===== config.mk =====
export PLATFORM = sky130hd
export DESIGN_NAME = alu_hs
export DESIGN_NICKNAME = d
export VERILOG_FILES = /design/src/rtl/alu_hs.sv
export SDC_FILE = /design/constraint.sdc
export NUM_CORES = 1
export LEC_CHECK = 0
export CAP_MARGIN = 30
export CORE_AREA = 2 2 102 94
export DETAILED_ROUTE_END_ITERATION = 12
export DIE_AREA = 0 0 104 96
export PLACE_DENSITY = 0.72
export REMOVE_ABC_BUFFERS = 1
export SYNTH_ARGS = -nofsm -noshare
export SYNTH_HDL_FRONTEND = slang
export SYNTH_SLANG_ARGS = --single-unit

===== constraint.sdc =====
create_clock -name i_CLK -period 0.9 [get_ports i_CLK]
set_input_delay 0.09 -clock i_CLK [delete_from_list [all_inputs] [get_ports i_CLK]]
set_output_delay 0.09 -clock i_CLK [all_outputs]
set_load 0.02 [all_outputs]

===== src/rtl/alu_hs.sv =====
// alu_hs: parametrised system ALU with a valid/ready input handshake,
// registered result/flags and an optional multi-cycle restoring divider.
// Optional feature macro: ALU_DIV_EN (defined = iterative divider present;
// undefined = opcode 3 is illegal and o_Ready is always 1).
//
// Handshake: a request is accepted on a rising i_CLK edge where
// i_Valid && o_Ready. o_Ready is combinational from the state register only.
// Results have no back-pressure: o_OUT_Valid is a one-cycle strobe and the
// result/flag registers hold until the next completion.
// The FSM state is visible on the internal signal dbg_state.
module alu_hs #(
  parameter int DATA_WIDTH    = 8,
  parameter int ALU_FUN_WIDTH = 4
) (
  input  logic                      i_CLK,
  input  logic                      i_RST,
  input  logic [DATA_WIDTH-1:0]     i_A,
  input  logic [DATA_WIDTH-1:0]     i_B,
  input  logic [ALU_FUN_WIDTH-1:0]  i_ALU_FUN,
  input  logic                      i_Valid,
  output logic                      o_Ready,
  output logic [2*DATA_WIDTH-1:0]   o_ALU_OUT,
  output logic                      o_OUT_Valid,
  output logic                      o_Zero,
  output logic                      o_Carry,
  output logic                      o_Err
);

  localparam int W = DATA_WIDTH;

  localparam logic [ALU_FUN_WIDTH-1:0] OP_ADD  = ALU_FUN_WIDTH'(0);
  localparam logic [ALU_FUN_WIDTH-1:0] OP_SUB  = ALU_FUN_WIDTH'(1);
  localparam logic [ALU_FUN_WIDTH-1:0] OP_MUL  = ALU_FUN_WIDTH'(2);
  localparam logic [ALU_FUN_WIDTH-1:0] OP_DIV  = ALU_FUN_WIDTH'(3);
  localparam logic [ALU_FUN_WIDTH-1:0] OP_AND  = ALU_FUN_WIDTH'(4);
  localparam logic [ALU_FUN_WIDTH-1:0] OP_OR   = ALU_FUN_WIDTH'(5);
  localparam logic [ALU_FUN_WIDTH-1:0] OP_NAND = ALU_FUN_WIDTH'(6);
  localparam logic [ALU_FUN_WIDTH-1:0] OP_NOR  = ALU_FUN_WIDTH'(7);
  localparam logic [ALU_FUN_WIDTH-1:0] OP_XOR  = ALU_FUN_WIDTH'(8);
  localparam logic [ALU_FUN_WIDTH-1:0] OP_XNOR = ALU_FUN_WIDTH'(9);
  localparam logic [ALU_FUN_WIDTH-1:0] OP_EQ   = ALU_FUN_WIDTH'(10);
  localparam logic [ALU_FUN_WIDTH-1:0] OP_GT   = ALU_FUN_WIDTH'(11);
  localparam logic [ALU_FUN_WIDTH-1:0] OP_LT   = ALU_FUN_WIDTH'(12);
  localparam logic [ALU_FUN_WIDTH-1:0] OP_SHL  = ALU_FUN_WIDTH'(13);
  localparam logic [ALU_FUN_WIDTH-1:0] OP_SHR  = ALU_FUN_WIDTH'(14);

  logic [2*W-1:0] a_ext;
  logic [2*W-1:0] b_ext;
  logic [2*W-1:0] res_c;
  logic           carry_c;
  logic           err_c;
  logic           start_div;
  logic           accept;
  logic           div_done;
  logic [2*W-1:0] div_res;

  assign a_ext  = {{W{1'b0}}, i_A};
  assign b_ext  = {{W{1'b0}}, i_B};
  assign accept = i_Valid && o_Ready;

  // Single-cycle result, flags and the decision to start a division.
  always_comb begin
    res_c     = '0;
    carry_c   = 1'b0;
    err_c     = 1'b0;
    start_div = 1'b0;
    case (i_ALU_FUN)
      OP_ADD: begin
        res_c   = a_ext + b_ext;
        carry_c = res_c[W];
      end
      OP_SUB: begin
        res_c   = a_ext - b_ext;
        carry_c = (i_A < i_B);
      end
      OP_MUL: begin
        res_c   = a_ext * b_ext;
        carry_c = |res_c[2*W-1:W];
      end
      OP_DIV: begin
`ifdef ALU_DIV_EN
        // Divide by zero finishes immediately as an error, no DIV state.
        if (i_B == '0) err_c = 1'b1;
        else           start_div = 1'b1;
`else
        err_c = 1'b1;
`endif
      end
      OP_AND:  res_c = {{W{1'b0}}, i_A & i_B};
      OP_OR:   res_c = {{W{1'b0}}, i_A | i_B};
      OP_NAND: res_c = {{W{1'b0}}, ~(i_A & i_B)};
      OP_NOR:  res_c = {{W{1'b0}}, ~(i_A | i_B)};
      OP_XOR:  res_c = {{W{1'b0}}, i_A ^ i_B};
      OP_XNOR: res_c = {{W{1'b0}}, ~(i_A ^ i_B)};
      OP_EQ:   res_c = {{(2*W-1){1'b0}}, (i_A == i_B)};
      OP_GT:   res_c = {{(2*W-1){1'b0}}, (i_A > i_B)};
      OP_LT:   res_c = {{(2*W-1){1'b0}}, (i_A < i_B)};
      OP_SHL: begin
        res_c   = {{(W-1){1'b0}}, i_A, 1'b0};
        carry_c = i_A[W-1];
      end
      OP_SHR:  res_c = {{(W+1){1'b0}}, i_A[W-1:1]};
      default: err_c = 1'b1;
    endcase
  end

`ifdef ALU_DIV_EN
  localparam int CW = $clog2(DATA_WIDTH);

  typedef enum logic [0:0] {S_IDLE = 1'b0, S_DIV = 1'b1} state_t;

  state_t         state_q;
  state_t         state_d;
  state_t         dbg_state;
  logic [W-1:0]   rem_q;
  logic [W-1:0]   quo_q;
  logic [W-1:0]   dsr_q;
  logic [CW-1:0]  cnt_q;
  logic [W:0]     rem_shift;
  logic           rem_ge;
  logic [W-1:0]   rem_nx;
  logic [W-1:0]   quo_nx;

  assign dbg_state = state_q;
  assign o_Ready   = (state_q == S_IDLE);

  // One restoring step: shift in the next dividend bit, subtract if it fits.
  // When it fits the true difference is below the divisor, so W-bit
  // modular subtraction is exact.
  always_comb begin
    rem_shift = {rem_q, quo_q[W-1]};
    rem_ge    = (rem_shift >= {1'b0, dsr_q});
    rem_nx    = rem_ge ? (rem_shift[W-1:0] - dsr_q) : rem_shift[W-1:0];
    quo_nx    = {quo_q[W-2:0], rem_ge};
    div_res   = {rem_nx, quo_nx};
  end

  // Next-state logic; div_done marks the edge performing the last step.
  always_comb begin
    state_d  = state_q;
    div_done = 1'b0;
    case (state_q)
      S_IDLE: if (accept && start_div) state_d = S_DIV;
      S_DIV: begin
        if (cnt_q == CW'(W - 1)) begin
          div_done = 1'b1;
          state_d  = S_IDLE;
        end
      end
      default: state_d = S_IDLE;
    endcase
  end

  // State register; reset aborts any division in flight.
  always_ff @(posedge i_CLK or negedge i_RST) begin
    if (!i_RST) state_q <= S_IDLE;
    else        state_q <= state_d;
  end

  // Divider datapath: load operands on accept, iterate while in DIV.
  always_ff @(posedge i_CLK or negedge i_RST) begin
    if (!i_RST) begin
      rem_q <= '0;
      quo_q <= '0;
      dsr_q <= '0;
      cnt_q <= '0;
    end else if (state_q == S_IDLE) begin
      if (accept && start_div) begin
        rem_q <= '0;
        quo_q <= i_A;
        dsr_q <= i_B;
        cnt_q <= '0;
      end
    end else begin
      rem_q <= rem_nx;
      quo_q <= quo_nx;
      cnt_q <= cnt_q + CW'(1);
    end
  end
`else
  assign o_Ready  = 1'b1;
  assign div_done = 1'b0;
  assign div_res  = '0;
`endif

  // Output registers: load on a single-cycle completion or the last DIV step.
  always_ff @(posedge i_CLK or negedge i_RST) begin
    if (!i_RST) begin
      o_ALU_OUT   <= '0;
      o_OUT_Valid <= 1'b0;
      o_Zero      <= 1'b0;
      o_Carry     <= 1'b0;
      o_Err       <= 1'b0;
    end else begin
      o_OUT_Valid <= 1'b0;
      if (accept && !start_div) begin
        o_ALU_OUT   <= res_c;
        o_Zero      <= (res_c == '0);
        o_Carry     <= carry_c;
        o_Err       <= err_c;
        o_OUT_Valid <= 1'b1;
      end else if (div_done) begin
        o_ALU_OUT   <= div_res;
        o_Zero      <= (div_res == '0);
        o_Carry     <= 1'b0;
        o_Err       <= 1'b0;
        o_OUT_Valid <= 1'b1;
      end
    end
  end

endmodule


==> run summary, run 1 <==
clock tree sinks: 20
RSZ-0062 raised after global routing: yes
DP HPWL: 12.8 mm
placed cells: 879
Finished Core Util: 0.882
sequential area share after synthesis: 0.112
largest net degree at the start of global routing: 26
First-pass DRT Iterations: 5
Post-synth EDFFs: 0
initial core utilization: 0.501
Critical path buffers and inverters: 7
DIE AREA: 9980 um^2
Final Cycle Share: 4.72
Worst-Margin Slew: 580 ps
Hold Violations, Final: 0
slowest cell on the critical path: fa_1
1st-iter DRT viols: 752
Die Ht: 96 um
nets: 937
pre-CTS WS: -4240 ps
Synth async-reset ratio: 1.00
Antenna Nets Post-Route: 0
MaxCap Viol Count: 0
Ports: 44
GP Congestion: 1.02
slowest stage delay, CP: 520 ps
Synth Warn #: 0
Yosys cell types: 62
slew margin rel.: 0.614
Hold-fix buffers, CTS: 0
Routed wire per std cell: 22.7 um
Layout Skew: 0 ps
CTS H-tree lvls: 1
final setup margin: -3340 ps
crit path DAT: 4390 ps
Fill cells: 411
first-pass GRT wire length: 30.5 mm
vias per cell: 6.29
layout cells sized above 1: 0.506
Antenna Cells: 0
Yosys reg bits: 20
Core Footprint: 8920 um^2
IO buf count: 42
critical path cell sequence: buf_4 > nand2_2 > fa_1 > fa_1 > inv_2 > fa_1 > inv_2 > fa_1 > inv_2 > ha_4 > o211ai_1 > buf_4 > o211a_1 > nor3_2 > buf_4 > nand2_4 > o31ai_4 > xor2_2 > buf_4 > o31ai_4 > a21oi_2
status: complete, but fails checks
Syn Std Cell Area: 4470 um^2
Die Width: 104 um
CP startpoint kind: input port
number of global-route vias before repair: 5930
GRT Residual Overflow: 0
failing checks: negative setup slack
fin crit period: 4240 ps
CP Class: input port to register
vias: 5890
worst vdd ir: 1950 uV
area delta synth->final: 75.9%
Worst Hold Class: input port to async pin
Total GRT Usage: 0.393
Worst-Skew Late Latency: 260 ps
FMAX: 236 MHz
Final Slew Violations: 0
synthesized area per cell: 7.79 um^2
Root Buffer Master: clkbuf_8
Power Total: 0.0135 W
Leak: 3.66 nW
data required time of the critical path: 1040 ps
final WL: 21.2 mm
initial antenna violation count: 0
row cnt: 33
DRC: 0
Final Setup Violations: 19
Clk pin slew, worst setup/hold paths: 80 ps
Gate Count Post-Synth: 574
R2R setup slack: -30 ps
Longest Clk Path Bufs: 2
CTS Buf Count: 3
TritonCTS clock tree: yes
ys flop type: dfrtp_1
maximum fanout along the worst path: 3
Critical Path End Type: register
Worst path top cell family by delay: adder cells
PwrDens: 1710 nW/um^2
Non-Filler Instances: 936
==> per-stage QoR <==
step / setup TNS, ps / hold WS, ps / cell area [um^2]
final: -46920 / 153 / 7870
after global routing: -48570 / 171 / 7870
after CTS: -46640 / 164 / 7400
after detailed placement: -65940 / 445 / 6210
after global placement: -64670 / 442 / 6200
after floorplan: -45490 / -206 / 4370
==> worst register-to-register path, delay by kind of cell, from the launching register on <==
| kind | cells | cell delay [ps] |
|---|---|---|
| AO/OA/AOI/OAI | 1 | 60 |
| buffers and inverters | 1 | 130 |
| flip-flops | 1 | 400 |
| AND/OR/NAND/NOR | 1 | 230 |
==> cell families after synthesis <==
| group | after synthesis | share of synthesized area |
|---|---|---|
| other cells | 1 | 0.000839 |
| fa+ha+maj | 98 | 0.338 |
| xor+xnor | 18 | 0.0353 |
| flops | 20 | 0.112 |
| simple gates | 205 | 0.219 |
| mux | 8 | 0.0190 |
| buf+inv | 95 | 0.0825 |
| compound gates | 129 | 0.193 |
==> cell type report <==
class | instances | area [um^2] | area share
inverter | 70 | 309 | 0.0393
sequential | 20 | 500 | 0.0636
clock buffer | 3 | 41.3 | 0.00525
timing repair buffer | 262 | 2370 | 0.301
multi-input combinational | 459 | 4500 | 0.572
tap | 122 | 153 | 0.0194
==> layer usage <==
layer  wire length, um  global-route usage  share of wire  vias to the layer above
li1                  -                   -              -                     2459
met1              7730               0.452           0.36                     2808
met2              9630               0.704           0.45                      448
met3              2170              0.0785           0.10                      175
met4              1680               0.206          0.079                        0
met5                 0                   0              0                        -
==> final timing paths <==
check	startpoint	to	cells after the start
hold / removal	i_RST	o_ALU_OUT[2]$_DFFE_PN0P_	2
setup reg to reg	o_ALU_OUT[5]$_DFFE_PN0P_	o_ALU_OUT[5]$_DFFE_PN0P_	3
min in group i_CLK	i_Valid	o_ALU_OUT[10]$_DFFE_PN0P_	4
hold reg to reg	o_ALU_OUT[2]$_DFFE_PN0P_	o_ALU_OUT[2]$_DFFE_PN0P_	2
setup / recovery	i_B[5]	o_Carry$_DFFE_PN0P_	21
max in group asynchronous	i_RST	o_Carry$_DFFE_PN0P_	2
==> cell usage after synthesis, types with 7 or more instances <==
cell type | n | share of area
nand2b_1 | 13 | 0.018
buf_2 | 7 | 0.0078
o21ai_0 | 16 | 0.018
a21oi_1 | 40 | 0.045
nor3_1 | 9 | 0.010
inv_1 | 64 | 0.054
fa_1 | 38 | 0.17
clkbuf_1 | 15 | 0.013
nor2b_1 | 10 | 0.014
nor2_1 | 98 | 0.082
xor2_1 | 8 | 0.016
nand3_1 | 10 | 0.011
dfrtp_1 | 20 | 0.11
a31oi_1 | 9 | 0.013
nand2_1 | 27 | 0.023
ha_1 | 60 | 0.17
xnor2_1 | 10 | 0.020
==> what timing repair did <==
item,4_1_cts,5_1_grt
pin swaps,80,50
gates cloned,2,0
setup endpoints to repair,39,39
gates resized for setup,383,114
buffers inserted,53,21
==> state kept, by name, summed over array words and instances, names as in the netlist <==
signal and count:
o_Err 1, o_Carry 1, o_Zero 1, o_OUT_Valid 1, o_ALU_OUT 16
==> layout by cell type (no fill, tap or decap), drive strengths merged, types with 6 or more instances in the layout <==
cell	instances
xnor2	10
dfrtp	20
nor3	9
nor2	98
a211oi	6
xor2	8
buf	255
nand2b	13
a31oi	9
nor2b	10
a21oi	40
o21ai	20
inv	65
fa	38
nand2	27
nand3	10
or3	6
ha	60
==> report_power, final <==
group | total (W) | switching (W) | internal (W)
combinational | 0.0117 | 0.00580 | 0.00594
sequential | 0.00111 | 0.0000879 | 0.00102
clock | 0.000609 | 0.000310 | 0.000299
(Power assumes the default switching activity.)
==> inputs of run 2 (changes only) <==
--- a/config.mk
+++ b/config.mk
@@ -6,10 +6,13 @@
 export NUM_CORES = 1
 export LEC_CHECK = 0
 export CAP_MARGIN = 30
-export CORE_AREA = 2 2 102 94
+export CELL_PAD_IN_SITES_DETAIL_PLACEMENT = 2
+export CELL_PAD_IN_SITES_GLOBAL_PLACEMENT = 2
+export CORE_AREA = 2 2 123 113
+export CTS_CLUSTER_SIZE = 10
 export DETAILED_ROUTE_END_ITERATION = 12
-export DIE_AREA = 0 0 104 96
-export PLACE_DENSITY = 0.72
+export DIE_AREA = 0 0 125 115
+export PLACE_DENSITY_LB_ADDON = 0.1
 export REMOVE_ABC_BUFFERS = 1
 export SYNTH_ARGS = -nofsm -noshare
 export SYNTH_HDL_FRONTEND = slang
==> run summary, run 2 <==
largest family of logic cells by synthesized area: adder cells
IO buf count: 42 (unchanged)
post-synthesis adder-cell area fraction: 0.338 (unchanged)
Compound-Gate Fraction of Synth Area: 0.193 (unchanged)
CTS H-tree lvls: 1 (unchanged)
Log Error: [ERROR DPL-0033] detailed placement checks failed during check placement.
Root Buffer Master: clkbuf_16
row cnt: 40 (+21%)
Die Ht: 115 um (+20%)
Synth Area in Simple Gates: 0.219 (unchanged)
multiplexer area fraction after synthesis: 0.0190 (unchanged)
XOR/XNOR Fraction of Synth Area: 0.0353 (unchanged)
Post-synth EDFFs: 0 (unchanged)
Synth Warn #: 0 (unchanged)
Die Width: 125 um (+20%)
synthesized area per cell: 7.79 um^2 (unchanged)
post-CTS setup buffers: 33 (-38%)
status: stopped before the end
largest cells by area after synthesis: fa_1 17%, ha_1 17%, dfrtp_1 11%
Ports: 44 (unchanged)
top cell type's share of synthesized area: 0.170 (unchanged)
DP HPWL: 18.3 mm (+43%)
Syn Std Cell Area: 4470 um^2 (unchanged)
Synth async-reset ratio: 1.00 (unchanged)
most frequent cell after synthesis: nor2_1
placed cells: 921 (+4.8%)
post-CTS sizing: 414 (+8.1%)
Longest Clk Path Bufs: 2 (unchanged)
Gate Count Post-Synth: 574 (unchanged)
Yosys reg bits: 20 (unchanged)
CTS Buf Count: 3 (unchanged)
GP Congestion: 0.958 (-5.9%)
Post-synth top cells: 98 x nor2_1, 64 x inv_1, 60 x ha_1
Yosys cell types: 62 (unchanged)
sequential area share after synthesis: 0.112 (unchanged)
clock tree sinks: 20 (unchanged)
Hold-fix buffers, CTS: 0 (unchanged)
Failed at: 4_1_cts
Yosys top cell by area: fa_1
initial core utilization: 0.341 (-0.160)
ys flop type: dfrtp_1
[run 2: cell counts after synthesis]
No cell type changed its count.
[run 2: per-stage QoR]
| stage | utilization | area (um^2) | setup WS [ps] |
|---|---|---|---|
| after floorplan | - | 4370 | -3460 |
| after global placement | 0.474 | 6220 | -4470 |
| after detailed placement | 0.475 | 6230 | -4830 |
[run 2: cell families after synthesis]
logic type      after synthesis
compound gates              129
fa+ha+maj                    98
xor+xnor                     18
mux                           8
other cells                   1
flops                        20
simple gates                205
buf+inv                      95
==> inputs of run 3 (changes only) <==
==> config.mk (replaced) <==
export PLATFORM = sky130hd
export DESIGN_NAME = alu_hs
export DESIGN_NICKNAME = d
export VERILOG_FILES = /design/src/rtl/alu_hs.sv
export SDC_FILE = /design/constraint.sdc
export NUM_CORES = 1
export LEC_CHECK = 0
export CAP_MARGIN = 30
export CORE_AREA = 2 2 115 117
export DETAILED_ROUTE_END_ITERATION = 12
export DIE_AREA = 0 0 117 119
export PLACE_DENSITY_LB_ADDON = 0.15
export REMOVE_ABC_BUFFERS = 1
export SYNTH_ARGS = -nofsm -noshare
export SYNTH_HDL_FRONTEND = slang
export SYNTH_SLANG_ARGS = --single-unit
==> run summary, run 3 (synthesis results as in run 1) <==
status: complete, but fails checks
failing checks: negative setup slack
Routed wire per std cell: 18.5 um
Total GRT Usage: 0.259
Clk pin slew, worst setup/hold paths: 60 ps
Root Buffer Master: clkbuf_16
DP HPWL: 13.4 mm (-27%)
Die Ht: 119 um (+3.5%)
Worst Hold Class: input port to async pin
Hold-fix buffers, CTS: 0 (unchanged)
number of global-route vias before repair: 5447
GP Congestion: 0.901 (-6.0%)
crit-path most repeated cell: fa_1
fin crit period: 4250 ps
GRT Residual Overflow: 0
Die Width: 117 um (-6.4%)
final WL: 18.2 mm
critical path cell sequence: buf_8 > inv_2 > buf_4 > nor2_4 > fa_1 > fa_1 > fa_1 > inv_2 > fa_1 > inv_2 > ha_4 > buf_6 > buf_4 > xnor2_1 > buf_4 > nor2_1 > or3_4 > nor4_2 > nand4_1 > o41ai_2
crit path DAT: 4400 ps
CP Class: input port to register
Largest register FFs: 16
Final Setup Violations: 18
Ports: 44 (unchanged)
slowest cell on the critical path: fa_1
slew margin rel.: 0.657
CTS H-tree lvls: 1 (unchanged)
vias: 5140
Final Slew Violations: 0
Worst-Skew Late Latency: 250 ps
most frequent cells in the layout: 160 x buf_4, 70 x nor2_1, 70 x buf_6
Setup TNS Final: -47910 ps
initial antenna violation count: 0
data required time of the critical path: 1050 ps
Non-Filler Instances: 984
Worst-Margin Slew: 507 ps
nets: 930
Longest Clk Path Bufs: 2 (unchanged)
DIE AREA: 13900 um^2
commonest non-fill, non-tap cell in the layout: buf_4
Layout Skew: 0 ps
CP startpoint kind: input port
placed cells: 926 (+0.54%)
1st-iter DRT viols: 312
Fill cells: 1089
PwrDens: 1800 nW/um^2
layout cells sized above 1: 0.511
First-pass DRT Iterations: 5
multi-input logic area: 4490 um^2
DRC: 0
initial core utilization: 0.347 (+0.00630)
IO buf count: 42 (unchanged)
row cnt: 42 (+5.0%)
sequential cell area: 500 um^2
MaxCap Viol Count: 0
Critical Path End Type: register
RSZ-0062 raised after global routing: yes
final setup margin: -3350 ps
Core Footprint: 12900 um^2
slowest stage delay, CP: 540 ps
worst vdd ir: 1680 uV
largest net degree at the start of global routing: 35
vias per cell: 5.22
Final Cycle Share: 4.72
Leak: 3.64 nW
maximum fanout along the worst path: 4
CTS Buf Count: 3 (unchanged)
largest reg by FF count: o_ALU_OUT
first-pass GRT wire length: 28.4 mm
FMAX: 235 MHz
TritonCTS clock tree: yes
Hold Violations, Final: 0
Antenna Cells: 0
clock tree sinks: 20 (unchanged)
area delta synth->final: 76.6%
Antenna Nets Post-Route: 0
## run 3: timing repair
item,CTS,global route
gates cloned,1,0
endpoints found under the setup margin,40,33
pin swaps,72,79
buffers inserted,39,25
gates resized for setup,380,118
## run 3: power by group
part           switching [W]  leakage [nW]  internal, W
Combinational        0.00577          3.34      0.00614
Clock               0.000346        0.0511     0.000883
Sequential         0.0000837         0.248      0.00102
Total                0.00620          3.64      0.00804
## run 3: final cells by class
class | count | share of cell area
Multi-Input combinational cell | 459 | 0.569
Tap cell | 176 | 0.0279
Clock buffer | 3 | 0.00951
Timing Repair Buffer | 255 | 0.287
Clock inverter | 1 | 0.00380
Inverter | 70 | 0.0396
Sequential cell | 20 | 0.0634
## run 3: final timing paths
kind,from,to,slack [ps],cells past startpoint
setup / recovery,i_B[2],o_Zero$_DFFE_PN0P_,-3350,20
hold / removal,i_RST,o_ALU_OUT[7]$_DFFE_PN0P_,180,2
min in group i_CLK,i_Valid,o_OUT_Valid$_DFF_PN0_,450,2
max in group asynchronous,i_RST,o_Carry$_DFFE_PN0P_,590,2
setup reg to reg,o_ALU_OUT[4]$_DFFE_PN0P_,o_ALU_OUT[4]$_DFFE_PN0P_,90,3
hold reg to reg,o_ALU_OUT[0]$_DFFE_PN0P_,o_ALU_OUT[0]$_DFFE_PN0P_,510,1
## run 3: worst max-delay path, delay by kind of cell
family,cells,cell delay (ps)
compound gates,1,220
xor+xnor,1,180
fa+ha+maj,5,2280
buf+inv,8,850
simple gates,5,770
## run 3: stage by stage
step / utilization / worst slack, ps / hold WS (ps) / cell area (um^2) / total power [W]
finish: 0.613 / -3350 / 176 / 7900 / 0.0142
global route: 0.613 / -3540 / 184 / 7900 / 0.0152
CTS: 0.572 / -3350 / 181 / 7370 / 0.0123
detailed placement: 0.483 / -4280 / 451 / 6210 / 0.00833
global placement: 0.482 / -4220 / 447 / 6200 / 0.00828
floorplan: - / -3460 / -206 / 4370 / 0.00498
## run 3: layer usage
layer / vias up / share of wire / global-route usage
met5: - / 0 / 0
met4: 0 / 0.022 / 0.0603
met3: 34 / 0.057 / 0.0275
met2: 158 / 0.49 / 0.430
met1: 2512 / 0.43 / 0.361
li1: 2436 / - / -
==> inputs of run 4 (changes only) <==
--- a/config.mk
+++ b/config.mk
@@ -5,7 +5,7 @@
 export SDC_FILE = /design/constraint.sdc
 export NUM_CORES = 1
 export LEC_CHECK = 0
-export CAP_MARGIN = 30
+export CAP_MARGIN = 20
 export CORE_AREA = 2 2 115 117
 export DETAILED_ROUTE_END_ITERATION = 12
 export DIE_AREA = 0 0 117 119
==> run summary, run 4 (synthesis results as in run 1) <==
row cnt: 42 (unchanged)
Antenna Cells: 0 (unchanged)
DP HPWL: 13.4 mm (+0.29%)
Routed wire per std cell: 18.9 um (+1.9%)
most frequent cells in the layout: 158 x buf_4, 74 x buf_6, 70 x nor2_1
RSZ-0062 raised after global routing: yes
Final Setup Violations: 18 (unchanged)
PwrDens: 1660 nW/um^2 (-7.8%)
clock tree sinks: 20 (unchanged)
R2R Path End: o_ALU_OUT[3]$_DFFE_PN0P_
IO buf count: 42 (unchanged)
commonest non-fill, non-tap cell in the layout: buf_4
multi-input logic area: 4460 um^2 (-0.61%)
Reg2Reg Depth: 3 (unchanged)
largest net degree at the start of global routing: 35 (unchanged)
Setup TNS Final: -46250 ps (+1660 ps)
layout cells sized above 1: 0.506 (-0.00495)
r2r startpoint: o_ALU_OUT[3]$_DFFE_PN0P_
area delta synth->final: 76.9%
data required time of the critical path: 1050 ps (about the same)
fin crit period: 4210 ps (-38.0 ps)
CP Class: input port to register
worst vdd ir: 1370 uV (-18%)
Worst-Skew Late Latency: 250 ps (about the same)
CTS Buf Count: 3 (unchanged)
Critical Path End Type: register
vias per cell: 5.27 (+0.95%)
GRT Max-Usage Layer: met2
CTS H-tree lvls: 1 (unchanged)
Leak: 3.64 nW (about the same)
Fill cells: 1125 (+3.3%)
GRT met2 Usage: 0.436 (+0.00542)
MaxCap Viol Count: 0 (unchanged)
DRC: 0 (unchanged)
Die Width: 117 um (unchanged)
nets: 930 (unchanged)
Clk pin slew, worst setup/hold paths: 60 ps (about the same)
Largest register FFs: 16 (unchanged)
Worst-Margin Slew: 483 ps (-24.2 ps)
crit path DAT: 4360 ps (-40 ps)
initial core utilization: 0.347 (unchanged)
grt met3 use: 0.0336 (+0.00611)
FMAX: 238 MHz (+0.90%)
Hold Violations, Final: 0 (unchanged)
failing checks: negative setup slack
R2R setup slack: 60 ps (-30 ps)
met1 usage: 0.353 (-0.00787)
vias: 5189 (+0.95%)
Longest Clk Path Bufs: 2 (unchanged)
Core Footprint: 12900 um^2 (unchanged)
Worst Hold Class: input port to async pin
Power Total: 0.0132 W (-7.6%)
slew margin rel.: 0.670 (+0.0126)
Final Slew Violations: 0 (unchanged)
final setup margin: -3310 ps (+38.0 ps)
Layout Skew: 0 ps (unchanged)
sequential cell area: 500 um^2 (unchanged)
Antenna Nets Post-Route: 0 (unchanged)
Ports: 44 (unchanged)
CP startpoint kind: input port
1st-iter DRT viols: 280 (-10%)
Root Buffer Master: clkbuf_16
first-pass GRT wire length: 28.2 mm (-0.42%)
largest reg by FF count: o_ALU_OUT
final WL: 18.6 mm (+1.9%)
Total GRT Usage: 0.261 (+0.00180)
GP Congestion: 0.901 (unchanged)
status: complete, but fails checks
TritonCTS clock tree: yes
number of global-route vias before repair: 5360 (-1.6%)
initial antenna violation count: 0 (unchanged)
Die Ht: 119 um (unchanged)
Final Cycle Share: 4.68 (-0.0422)
maximum fanout along the worst path: 3 (-1)
GRT Residual Overflow: 0 (unchanged)
First-pass DRT Iterations: 5 (unchanged)
DIE AREA: 13900 um^2 (unchanged)
==> run 4: changes by cell type in the layout (fill, tap and decap cells not counted), moves of 3 or more <==
cell,before,now
nor2_4,15,10
ha_4,20,23
clkinv_4,2,5
buf_6,70,74
nor2_2,13,18
ha_1,40,37
xnor2_2,1,4
inv_2,17,13
==> run 4: worst max-delay path by stage <==
stage                 from            endpoint  slack [ps]  cells past startpoint
finish              i_A[2]  o_Zero$_DFFE_PN0P_       -3310                     19
global route        i_A[2]  o_Zero$_DFFE_PN0P_       -3490                     19
CTS                 i_B[6]  o_Zero$_DFFE_PN0P_       -3320                     20
detailed placement  i_A[3]  o_Zero$_DFFE_PN0P_       -4290                     17
global placement    i_A[2]  o_Zero$_DFFE_PN0P_       -4220                     18
floorplan           i_B[2]  o_Zero$_DFFE_PN0P_       -3460                     17
==> run 4: layout make-up <==
cell class	count	share of cell area
repair buffers	255	0.291
inverters	70	0.0402
clock inverters	1	0.00380
multi-input cells	459	0.564
flip-flops and latches	20	0.0633
well taps	176	0.0278
clock buffers	3	0.00949
==> run 4: what timing repair did <==
action                                 CTS  global route
pin swaps                               82            70
cloned                                   2             0
setup endpoints to repair               40            35
gates resized for setup                385           110
hold buffers                             0             0
buffers inserted                        43            17
endpoints found under the hold margin    0             0
==> run 4: critical path, cell delays in order <==
cell      delay [ps]
buf_8            100
nand2_2           60
fa_1             510
fa_1             500
inv_1             50
fa_1             500
inv_2             40
fa_1             480
inv_2             50
ha_4             270
o211ai_1         120
o21ai_1          210
xnor2_1          140
buf_4            170
nor2_2            40
or3_4            390
nor4_4           290
nand4_1          130
o41ai_2          220
==> run 4: metrics by stage <==
step	cell area, um^2	instances	hold WS, ps	setup slack (ps)	utilization
2_1_floorplan	4370	549	-206	-3460	-
3_5_place_dp	6210	926	449	-4290	0.483
6_report	7910	984	172	-3310	0.614
5_1_grt	7910	984	179	-3490	0.614
3_3_place_gp	6200	925	447	-4220	0.482
4_1_cts	7380	973	176	-3320	0.574
==> run 4: report_power, final <==
part           leakage [nW]  switching [W]  internal (W)
logic                  3.34        0.00544       0.00538
registers             0.248      0.0000867       0.00102
clock network        0.0511       0.000349      0.000883
==> run 4: layer usage <==
metal | vias to the layer above | share of wire
met5 | - | 0
met4 | 0 | 0.028
met3 | 44 | 0.042
met2 | 155 | 0.48
met1 | 2554 | 0.45
li1 | 2436 | -
